[config.mk]
export PLATFORM = sky130hd
export DESIGN_NAME = pet_memmap
export DESIGN_NICKNAME = d
export VERILOG_FILES = /design/src/rtl/pet_memmap.sv
export SDC_FILE = /design/constraint.sdc
export NUM_CORES = 1
export LEC_CHECK = 0
export CAP_MARGIN = 20
export CORE_MARGIN = 3
export CORE_UTILIZATION = 28
export DETAILED_ROUTE_END_ITERATION = 6
export PLACE_DENSITY_LB_ADDON = 0.2
export SETUP_SLACK_MARGIN = 0.2
export SYNTH_ARGS = -nofsm -noshare
export SYNTH_HDL_FRONTEND = slang
export SYNTH_SLANG_ARGS = --single-unit
[constraint.sdc]
create_clock -name clk -period 1.77 [get_ports clk]
set_input_delay 0.354 -clock clk [delete_from_list [all_inputs] [get_ports clk]]
set_output_delay 0.354 -clock clk [all_outputs]
set_load 0.01 [all_outputs]
[src/rtl/pet_memmap.sv]
`default_nettype none
// +------------------------------------------------------------------------+
// | Module : pet_memmap                                                     |
// | Brief  : PET 2001/3032/4032/8096 memory-map controller. Decodes the CPU |
// |          address onto RAM/ROM/VRAM/I-O, implements the 8096 bank-      |
// |          switched expansion with its $FFF0 control register, and a     |
// |          4-phase DMA port that owns the memory ports while the CPU is  |
// |          halted.                                                       |
// | Rev    : 1.0  initial release                                          |
// +------------------------------------------------------------------------+
module pet_memmap #(
  parameter int RAM_KB  = 32,   // base RAM size in KB (8, 16 or 32)
  parameter int EXP_EN  = 0,    // 1 = 8096 expansion + $FFF0 register
  parameter int VRAM_AW = 10    // 10 = 40-column, 11 = 80-column
) (
  input  logic               clk,
  input  logic               reset_n,
  input  logic               ce_1m,
  // CPU bus
  input  logic [15:0]        addr,
  input  logic [7:0]         data_in,
  input  logic               we,
  output logic [7:0]         data_out,
  input  logic               cpu_halt,
  // RAM port
  output logic [16:0]        ram_addr,
  output logic [7:0]         ram_din,
  output logic               ram_we,
  input  logic [7:0]         ram_q,
  // ROM port (write side is only used for DMA uploads)
  output logic [14:0]        rom_addr,
  output logic [7:0]         rom_din,
  output logic               rom_we,
  input  logic [7:0]         rom_q,
  // VRAM CPU port
  output logic [VRAM_AW-1:0] vram_addr,
  output logic [7:0]         vram_din,
  output logic               vram_we,
  input  logic [7:0]         vram_q,
  // I/O block
  output logic               io_cs,
  input  logic [7:0]         io_q,
  // DMA port
  input  logic [16:0]        dma_addr,
  input  logic [7:0]         dma_din,
  input  logic               dma_we,
  input  logic               dma_req,
  output logic               dma_ack,
  output logic [7:0]         dma_dout,
  // control register
  output logic [7:0]         ctrl
);

  // Base RAM occupies $0000 up to (but excluding) this address.
  localparam logic [16:0] c_ram_bytes = 17'(RAM_KB * 1024);

  // Read-source codes carried alongside the 1-clk memory latency.
  localparam logic [2:0] c_src_ram  = 3'd0;
  localparam logic [2:0] c_src_vram = 3'd1;
  localparam logic [2:0] c_src_rom  = 3'd2;
  localparam logic [2:0] c_src_io   = 3'd3;
  localparam logic [2:0] c_src_open = 3'd4;

  typedef enum logic [1:0] {
    ST_IDLE   = 2'd0,
    ST_ACCESS = 2'd1,
    ST_ACK    = 2'd2
  } dma_state_t;

  dma_state_t  state_q, state_d;
  logic [7:0]  ctrl_q, ctrl_d;
  logic [2:0]  src_q, src_d;
  logic [7:0]  open_q, open_d;
  logic [7:0]  data_out_q, data_out_d;
  logic [7:0]  dma_dout_q, dma_dout_d;
  logic        dma_ack_q, dma_ack_d;

  logic        w_ctrl_sel;
  logic        w_exp_on;
  logic        w_in_vram_win;
  logic        w_in_io_win;
  logic        w_sel_ram;
  logic        w_sel_vram;
  logic        w_sel_io;
  logic        w_wr_ok;
  logic [2:0]  w_src;
  logic [16:0] w_cpu_ram_addr;
  logic        w_dma_own;
  logic        w_cpu_wr;

  // The $FFF0 register only exists on the expansion build; otherwise
  // ctrl can never be written and the expansion decode stays dormant.
  generate
    if (EXP_EN != 0) begin : g_exp
      assign w_ctrl_sel = (addr == 16'hFFF0);
    end else begin : g_no_exp
      assign w_ctrl_sel = 1'b0;
    end
  endgenerate

  assign w_exp_on      = ctrl_q[7];
  assign w_in_vram_win = (addr[15:12] == 4'h8);
  assign w_in_io_win   = (addr[15:11] == 5'b11101);   // $E800-$EFFF

  // DMA takes the memory ports as soon as a request is accepted so the
  // read data is ready by the time the FSM leaves ACCESS.
  assign w_dma_own = (state_q != ST_IDLE) || (dma_req && cpu_halt);
  assign w_cpu_wr  = we && ce_1m && !w_dma_own;

  // CPU address decode: target select, write permission and RAM mapping.
  always_comb begin
    w_sel_ram      = 1'b0;
    w_sel_vram     = 1'b0;
    w_sel_io       = 1'b0;
    w_wr_ok        = 1'b0;
    w_src          = c_src_open;
    w_cpu_ram_addr = {2'b00, addr[14:0]};
    if (w_exp_on && addr[15]) begin
      if (ctrl_q[5] && w_in_vram_win) begin
        w_sel_vram = 1'b1;
        w_src      = c_src_vram;
      end else if (ctrl_q[6] && w_in_io_win) begin
        w_sel_io = 1'b1;
        w_src    = c_src_io;
      end else begin
        // Upper 32K is split into two 16K windows, each with its own bank bit
        // and write-protect bit.
        w_sel_ram      = 1'b1;
        w_src          = c_src_ram;
        w_cpu_ram_addr = {1'b1, addr[14], (addr[14] ? ctrl_q[3] : ctrl_q[2]), addr[13:0]};
        w_wr_ok        = addr[14] ? !ctrl_q[1] : !ctrl_q[0];
      end
    end else if (!addr[15]) begin
      if ({1'b0, addr} < c_ram_bytes) begin
        w_sel_ram = 1'b1;
        w_wr_ok   = 1'b1;
        w_src     = c_src_ram;
      end
    end else if (w_in_vram_win) begin
      w_sel_vram = 1'b1;
      w_src      = c_src_vram;
    end else if (w_in_io_win) begin
      w_sel_io = 1'b1;
      w_src    = c_src_io;
    end else begin
      w_src = c_src_rom;
    end
  end

  // Memory port drive: CPU by default, DMA while it owns the bus; no write
  // enable ever leaves the block while reset is asserted.
  always_comb begin
    ram_addr  = w_cpu_ram_addr;
    ram_din   = data_in;
    ram_we    = w_cpu_wr && w_sel_ram && w_wr_ok && !w_ctrl_sel;
    rom_addr  = addr[14:0];
    rom_din   = dma_din;
    rom_we    = 1'b0;
    vram_addr = addr[VRAM_AW-1:0];
    vram_din  = data_in;
    vram_we   = w_cpu_wr && w_sel_vram && !w_ctrl_sel;
    io_cs     = w_sel_io && !w_dma_own;
    if (w_dma_own) begin
      ram_addr = dma_addr;
      ram_din  = dma_din;
      rom_addr = dma_addr[14:0];
      ram_we   = (state_q == ST_ACCESS) && dma_we && dma_addr[16];
      rom_we   = (state_q == ST_ACCESS) && dma_we && !dma_addr[16];
      vram_we  = 1'b0;
    end
    if (!reset_n) begin
      ram_we  = 1'b0;
      rom_we  = 1'b0;
      vram_we = 1'b0;
    end
  end

  // Next-state logic: ctrl load, read pipeline and DMA handshake FSM.
  always_comb begin
    ctrl_d     = ctrl_q;
    src_d      = w_src;
    open_d     = addr[15:8];
    state_d    = state_q;
    dma_dout_d = dma_dout_q;

    if (w_cpu_wr && w_ctrl_sel) begin
      ctrl_d = data_in;
    end

    case (src_q)
      c_src_ram:  data_out_d = ram_q;
      c_src_vram: data_out_d = vram_q;
      c_src_rom:  data_out_d = rom_q;
      c_src_io:   data_out_d = io_q;
      default:    data_out_d = open_q;
    endcase

    case (state_q)
      ST_IDLE: begin
        if (dma_req && cpu_halt) begin
          state_d = ST_ACCESS;
        end
      end
      ST_ACCESS: begin
        // Address was presented one clk earlier, so q is already valid here.
        state_d    = ST_ACK;
        dma_dout_d = dma_addr[16] ? ram_q : rom_q;
      end
      ST_ACK: begin
        if (!dma_req) begin
          state_d = ST_IDLE;
        end
      end
      default: state_d = ST_IDLE;
    endcase

    dma_ack_d = (state_d == ST_ACK);
  end

  // State registers with synchronous active-low reset.
  always_ff @(posedge clk) begin
    if (!reset_n) begin
      state_q    <= ST_IDLE;
      ctrl_q     <= 8'h00;
      src_q      <= c_src_open;
      open_q     <= 8'h00;
      data_out_q <= 8'h00;
      dma_dout_q <= 8'h00;
      dma_ack_q  <= 1'b0;
    end else begin
      state_q    <= state_d;
      ctrl_q     <= ctrl_d;
      src_q      <= src_d;
      open_q     <= open_d;
      data_out_q <= data_out_d;
      dma_dout_q <= dma_dout_d;
      dma_ack_q  <= dma_ack_d;
    end
  end

  assign data_out = data_out_q;
  assign dma_dout = dma_dout_q;
  assign dma_ack  = dma_ack_q;
  assign ctrl     = ctrl_q;

endmodule
`default_nettype wire
# After elaboration in Yosys (flattened, before gate mapping)
# Cells that the tools add are included.
[totals]
reg_bits = 30
inputBits = 88
out_inout_bits = 95
wordCells = 56
[classes]
n_lt_le_gt_ge = 1
eq_ne = 8
mux = 25
reduce_logical = 16
[op_table]
columns = ["cell", "n"]
rows = [
  ["8-bit case mux with 4 select lines", 1],
  ["17-bit 2-to-1 mux", 1],
  ["16-bit less-than comparator, second input constant", 1],
  ["8-bit 2-to-1 mux", 2],
  ["15-bit 2-to-1 mux", 1],
  ["1-bit 2-to-1 mux", 14],
  ["1-bit logical AND", 10],
  ["3-bit by 2-bit == test with 1-bit output, second input constant", 2],
  ["2-bit 2-to-1 mux", 3],
  ["3-bit 2-to-1 mux", 2],
  ["2-bit case mux with 3 select lines", 1],
  ["5-bit == test, second input constant", 1],
  ["2-bit == test, second input constant", 2],
  ["4-bit == test, second input constant", 1],
  ["3-bit by 1-bit == test with 1-bit output, second input constant", 1],
  ["3-bit logical NOT", 1],
  ["2-bit by 1-bit == test with 1-bit output, second input constant", 1],
  ["1-bit logical NOT", 2],
  ["2-bit logical NOT", 1],
  ["2-bit nonzero test", 1],
  ["1-bit logical OR", 1],
]

# Logic depth before layout (Yosys ltp)
# Gate-level depths: netlist of the first run.
[depth]
word_depth = 8
ltp_mapped = 5
depth_no_buf = 3

# Least setup slack after synthesis of the first run
# OpenSTA, ideal clock, no wires.
[synth_path]
path_type = "input port to output port"
startpoint = "input port cpu_halt"
endpoint = "output port rom_addr[0]"
t_arrival_ns = 1.526
required_time_ns = 1.416
setup_slack_ns = -0.110
stages = 4
path_buffers = 2
cell_sequence = "a211oi_4 -> buf_4 -> mux2_2 -> buf_4"
[synth_via]
elab_chain_len = 3
[synth_rtl]
columns = ["element", "line", "text"]
rows = [
  ["start: declaration", "24", "input logic cpu_halt,"],
  ["1-bit logical AND", "107", "assign w_dma_own = (state_q != ST_IDLE) || (dma_req && cpu_halt);"],
  ["1-bit logical OR", "107", ""],
  ["15-bit 2-to-1 mux", "163", "if (w_dma_own) begin"],
  ["end: declaration", "31", "output logic [14:0] rom_addr,"],
]
# No other way between the ends.

# Final worst setup path of the first run
[layout_path]
startpoint = "register state_q[1]"
endpoint = "output port rom_addr[5]"
[layout_via]
elab_chain_len = 3
[layout_rtl]
columns = ["element", "line", "text"]
rows = [
  ["start: declaration", "70", "dma_state_t state_q, state_d;"],
  ["start signal: assignment", "231", "state_q <= state_d;"],
  ["2-bit nonzero test", "107", ""],
  ["1-bit logical OR", "107", ""],
  ["15-bit 2-to-1 mux", "163", ""],
]
# No other way between the ends.

==> out/qor.csv, run 1 <==
metric;value;unit
detail_route.first_pass.iterations;4;
critPathLaunchType;flip-flop;
grt_max_degree;18;
postRouteWirelength;7.52;mm
finalCritPeriodShare;117;%
routabilityCongestion;0.799;
post_route_setup_tns;-10.78;ns
timing.critical_path.required;1.42;ns
antenna-diode-count;0;
cp_slowest_cell;sky130_fd_sc_hd__dfxtp_2;
cts-buffers-inserted;5;
clock-root-buffer;sky130_fd_sc_hd__clkbuf_8;
timing_worst_slew_pin_value;0.510;ns
average_vias_per_placed_instance;4.44;
drc;0;
final.hold.worst_slack;0.460;ns
port_buffers;174;
failed_checks;setup timing;
setup_ws_final;-0.293;ns
postLayoutCoreUtil;58.4;%
grt_first_pass_wirelength;11.6;mm
fmaxAchievable;485;MHz
tritoncts;done;
cts.htree.levels;2;
grt_remaining_overflow;0;
post_drt_wl_per_cell;15.9;µm
numPlacedInstances;458;
worstPathCellList;a211oi_4 > buf_4 > buf_12 > buf_12 > mux2_4 > buf_6;
report.final.hold_viol_count;0;
layout_min_cycle_time;2.06;ns
pwr_density_cell;550;mW/mm²
fp.dieH;91.1;µm
post_synth_num_cell_types;32;
flow.area_growth_from_synthesis;99.0;%
grt_pass1_vias;2244;
chipWidth;91.1;µm
dp.final_hpwl;6.05;mm
clkSlewWorstSetupHoldPaths;0.05;ns
design.portCount;183;
rsz_0062_raised_after_global_routing;yes;
initial_utilization;29.3;%
setup.worst_path.end_class;output port;
yosys.area.top_type_share;29.6;%
worst-path-buf-inv;4;
timing.max_slew.rel_slack;65.9;%
layoutNonFillerInstCount;472;
syn_area;0.00203;mm²
design.final.nets;464;
arrival;1.71;ns
groute.usage.overall;17.5;%
portion_of_the_post_synthesis_area_used_by_sequential_elements;29.6;%
clkLatencyLatePin;0.27;ns
placementRows;30;
design.core.area;0.00691;mm²
fill_cells;658;
detailedRoute.firstIterationViolations;55;
ir_worst_vdd;0.238;mV
numClockSinks;30;
power_leakage;0.00178;µW
layout-drive-gt1-share;33.5;%
max-clock-path-buffers;2;
launch_instance_of_the_worst_min_delay_path;addr[9];
worst_path_dominant_cell_family;buffers and inverters;
ys_top_cells_by_area;sky130_fd_sc_hd__dfxtp_1, sky130_fd_sc_hd__buf_4, sky130_fd_sc_hd__mux2_2;
rr_startpoint;src_q[1];
via_total_after_detailed_routing;2098;
antenna_found_initial;0;
run_status;finished with violations;
syn_inst;211;
path_max_fanout;7;
worst-setup-path-type;reg2out;
cts_hold_buffers;0;
yosysTopAreaCell;sky130_fd_sc_hd__dfxtp_1;
crit_path_max_incr_delay;0.33;ns
route.antenna.remaining_nets;0;
timing.max_cap.violations;0;
setup_violating_endpoint_count_in_the_final_report;42;
final_max_slew_viol_count;0;
synth-seq-cells;30;
cp-startpoint;state_q[1];
avgSynthCellArea;9.60;µm²
worst_clock_skew;0.00496;ns
yosysWarnings;0;
hp-class;in2reg;
worst_path_most_repeated_cell;sky130_fd_sc_hd__buf_12;
die_area;0.00829;mm²
## where the power goes
part / leakage [µW] / switching, µW / internal, µW
combinational: 0.00149 / 369 / 626
clock: 0.0000383 / 219 / 269
sequential: 0.000249 / 18.1 / 715
## logic make-up (layout without fill, tap and decap cells)
group	count (synthesis)	count (layout)	share of synthesized area, %
other	1	8	0.185
AND/OR/NAND/NOR	43	43	13.3
flip-flops	30	30	29.6
AO/OA/AOI/OAI	26	26	11.9
multiplexers	40	40	21.8
buffers and inverters	71	229	23.2
## worst reg2reg max path: cells and delay by family, from the launching register on
kind	cells	cell delay [ns]
flops	1	0.50
compound gates	2	0.64
simple gates	1	0.21
## sequential cells by signal (all words and copies together), names as in the netlist
signal and count:
data_out 8, dma_ack 1, dma_dout 8, open_q 8, src_q 3, state_q 2
## what timing repair did
action	CTS	global route
setup buffers	3	2
gates resized for setup	258	23
endpoints found under the setup margin	70	49
gates cloned	2	0
pin swaps	1	3
hold endpoints to repair	0	0
## area by class of cell
class | count | area, µm² | area share [%]
Timing Repair Buffer | 211 | 2070 | 51.3
Multi-Input combinational cell | 117 | 1120 | 27.8
Sequential cell | 30 | 604 | 15.0
Tap cell | 96 | 120 | 2.98
Clock buffer | 7 | 76.3 | 1.89
Inverter | 11 | 41.3 | 1.02
## metrics by stage
stage / total power, µW / worst slack (ns) / instance area [µm²]
after floorplan: 1210 / -0.0358 / 2190
after global placement: 1680 / -0.820 / 3810
after detailed placement: 1680 / -0.860 / 3810
after CTS: 2210 / -0.277 / 3950
after global routing: 2340 / -0.330 / 4030
final: 2220 / -0.293 / 4030
## synth_stat cells
| master | count |
|---|---|
| sky130_fd_sc_hd__buf_4 | 50 |
| sky130_fd_sc_hd__dfxtp_1 | 30 |
| sky130_fd_sc_hd__mux2_2 | 23 |
| sky130_fd_sc_hd__mux2i_1 | 16 |
| sky130_fd_sc_hd__nor2_1 | 14 |
| sky130_fd_sc_hd__inv_1 | 11 |
| sky130_fd_sc_hd__a211oi_1 | 8 |
| sky130_fd_sc_hd__and2_1 | 8 |
| sky130_fd_sc_hd__a221oi_1 | 7 |
| sky130_fd_sc_hd__o311a_1 | 7 |
| sky130_fd_sc_hd__buf_2 | 5 |
| sky130_fd_sc_hd__nor2b_1 | 4 |
| sky130_fd_sc_hd__nor4bb_1 | 4 |
| sky130_fd_sc_hd__clkbuf_1 | 3 |
| sky130_fd_sc_hd__nor4b_1 | 3 |
| sky130_fd_sc_hd__nand3_1 | 2 |
| sky130_fd_sc_hd__a211oi_4 | 1 |
| sky130_fd_sc_hd__a21oi_1 | 1 |
| sky130_fd_sc_hd__and4b_1 | 1 |
| sky130_fd_sc_hd__buf_6 | 1 |
| sky130_fd_sc_hd__clkbuf_2 | 1 |
| sky130_fd_sc_hd__conb_1 | 1 |
| sky130_fd_sc_hd__mux4_2 | 1 |
| sky130_fd_sc_hd__nand2_1 | 1 |
| sky130_fd_sc_hd__nand2b_1 | 1 |
| sky130_fd_sc_hd__nand3_4 | 1 |
| sky130_fd_sc_hd__nor3_1 | 1 |
| sky130_fd_sc_hd__nor3_2 | 1 |
| sky130_fd_sc_hd__nor3b_1 | 1 |
| sky130_fd_sc_hd__o21a_1 | 1 |
| sky130_fd_sc_hd__o32ai_2 | 1 |
| sky130_fd_sc_hd__or3_1 | 1 |
## final timing paths
kind | to | slack, ns | cells past startpoint
worst max-delay path | rom_addr[5] | -0.29 | 6
worst min-delay path | open_q[1] | 0.46 | 3
worst max register to register | data_out[1] | 0.37 | 3
worst min register to register | data_out[2] | 0.49 | 2
## cell usage in the layout, fill, tap and decap left out, drive strengths merged, types with 2 or more instances in the layout
| cell | count |
|---|---|
| and2 | 8 |
| dfxtp | 30 |
| a211oi | 9 |
| inv | 11 |
| nor3 | 2 |
| conb | 8 |
| nor2 | 14 |
| dlygate4sd2 | 24 |
| nand3 | 3 |
| nor4bb | 4 |
| mux2i | 16 |
| clkbuf | 9 |
| clkdlybuf4s50 | 99 |
| nor4b | 3 |
| a221oi | 7 |
| o311a | 7 |
| buf | 81 |
| clkdlybuf4s15 | 4 |
| mux2 | 23 |
| nor2b | 4 |
## per-layer routing
layer / up-vias / global-route usage, % / part of all wire [%]
met1: 944 / 19.0 / 38
met4: 0 / 4.77 / 1.8
met5: - / 0 / 0
li1: 1026 / - / -
met2: 119 / 32.1 / 52
met3: 9 / 5.80 / 9.0
No activity file was read; power rests on OpenSTA's default activity.
==> run 2, diff against run 1 <==
--- a/config.mk
+++ b/config.mk
@@ -5,7 +5,6 @@
 export SDC_FILE = /design/constraint.sdc
 export NUM_CORES = 1
 export LEC_CHECK = 0
-export CAP_MARGIN = 20
 export CORE_MARGIN = 3
 export CORE_UTILIZATION = 28
 export DETAILED_ROUTE_END_ITERATION = 6
==> results of run 2 <==
Final layout, timing and power as in run 1 (identical DEF).
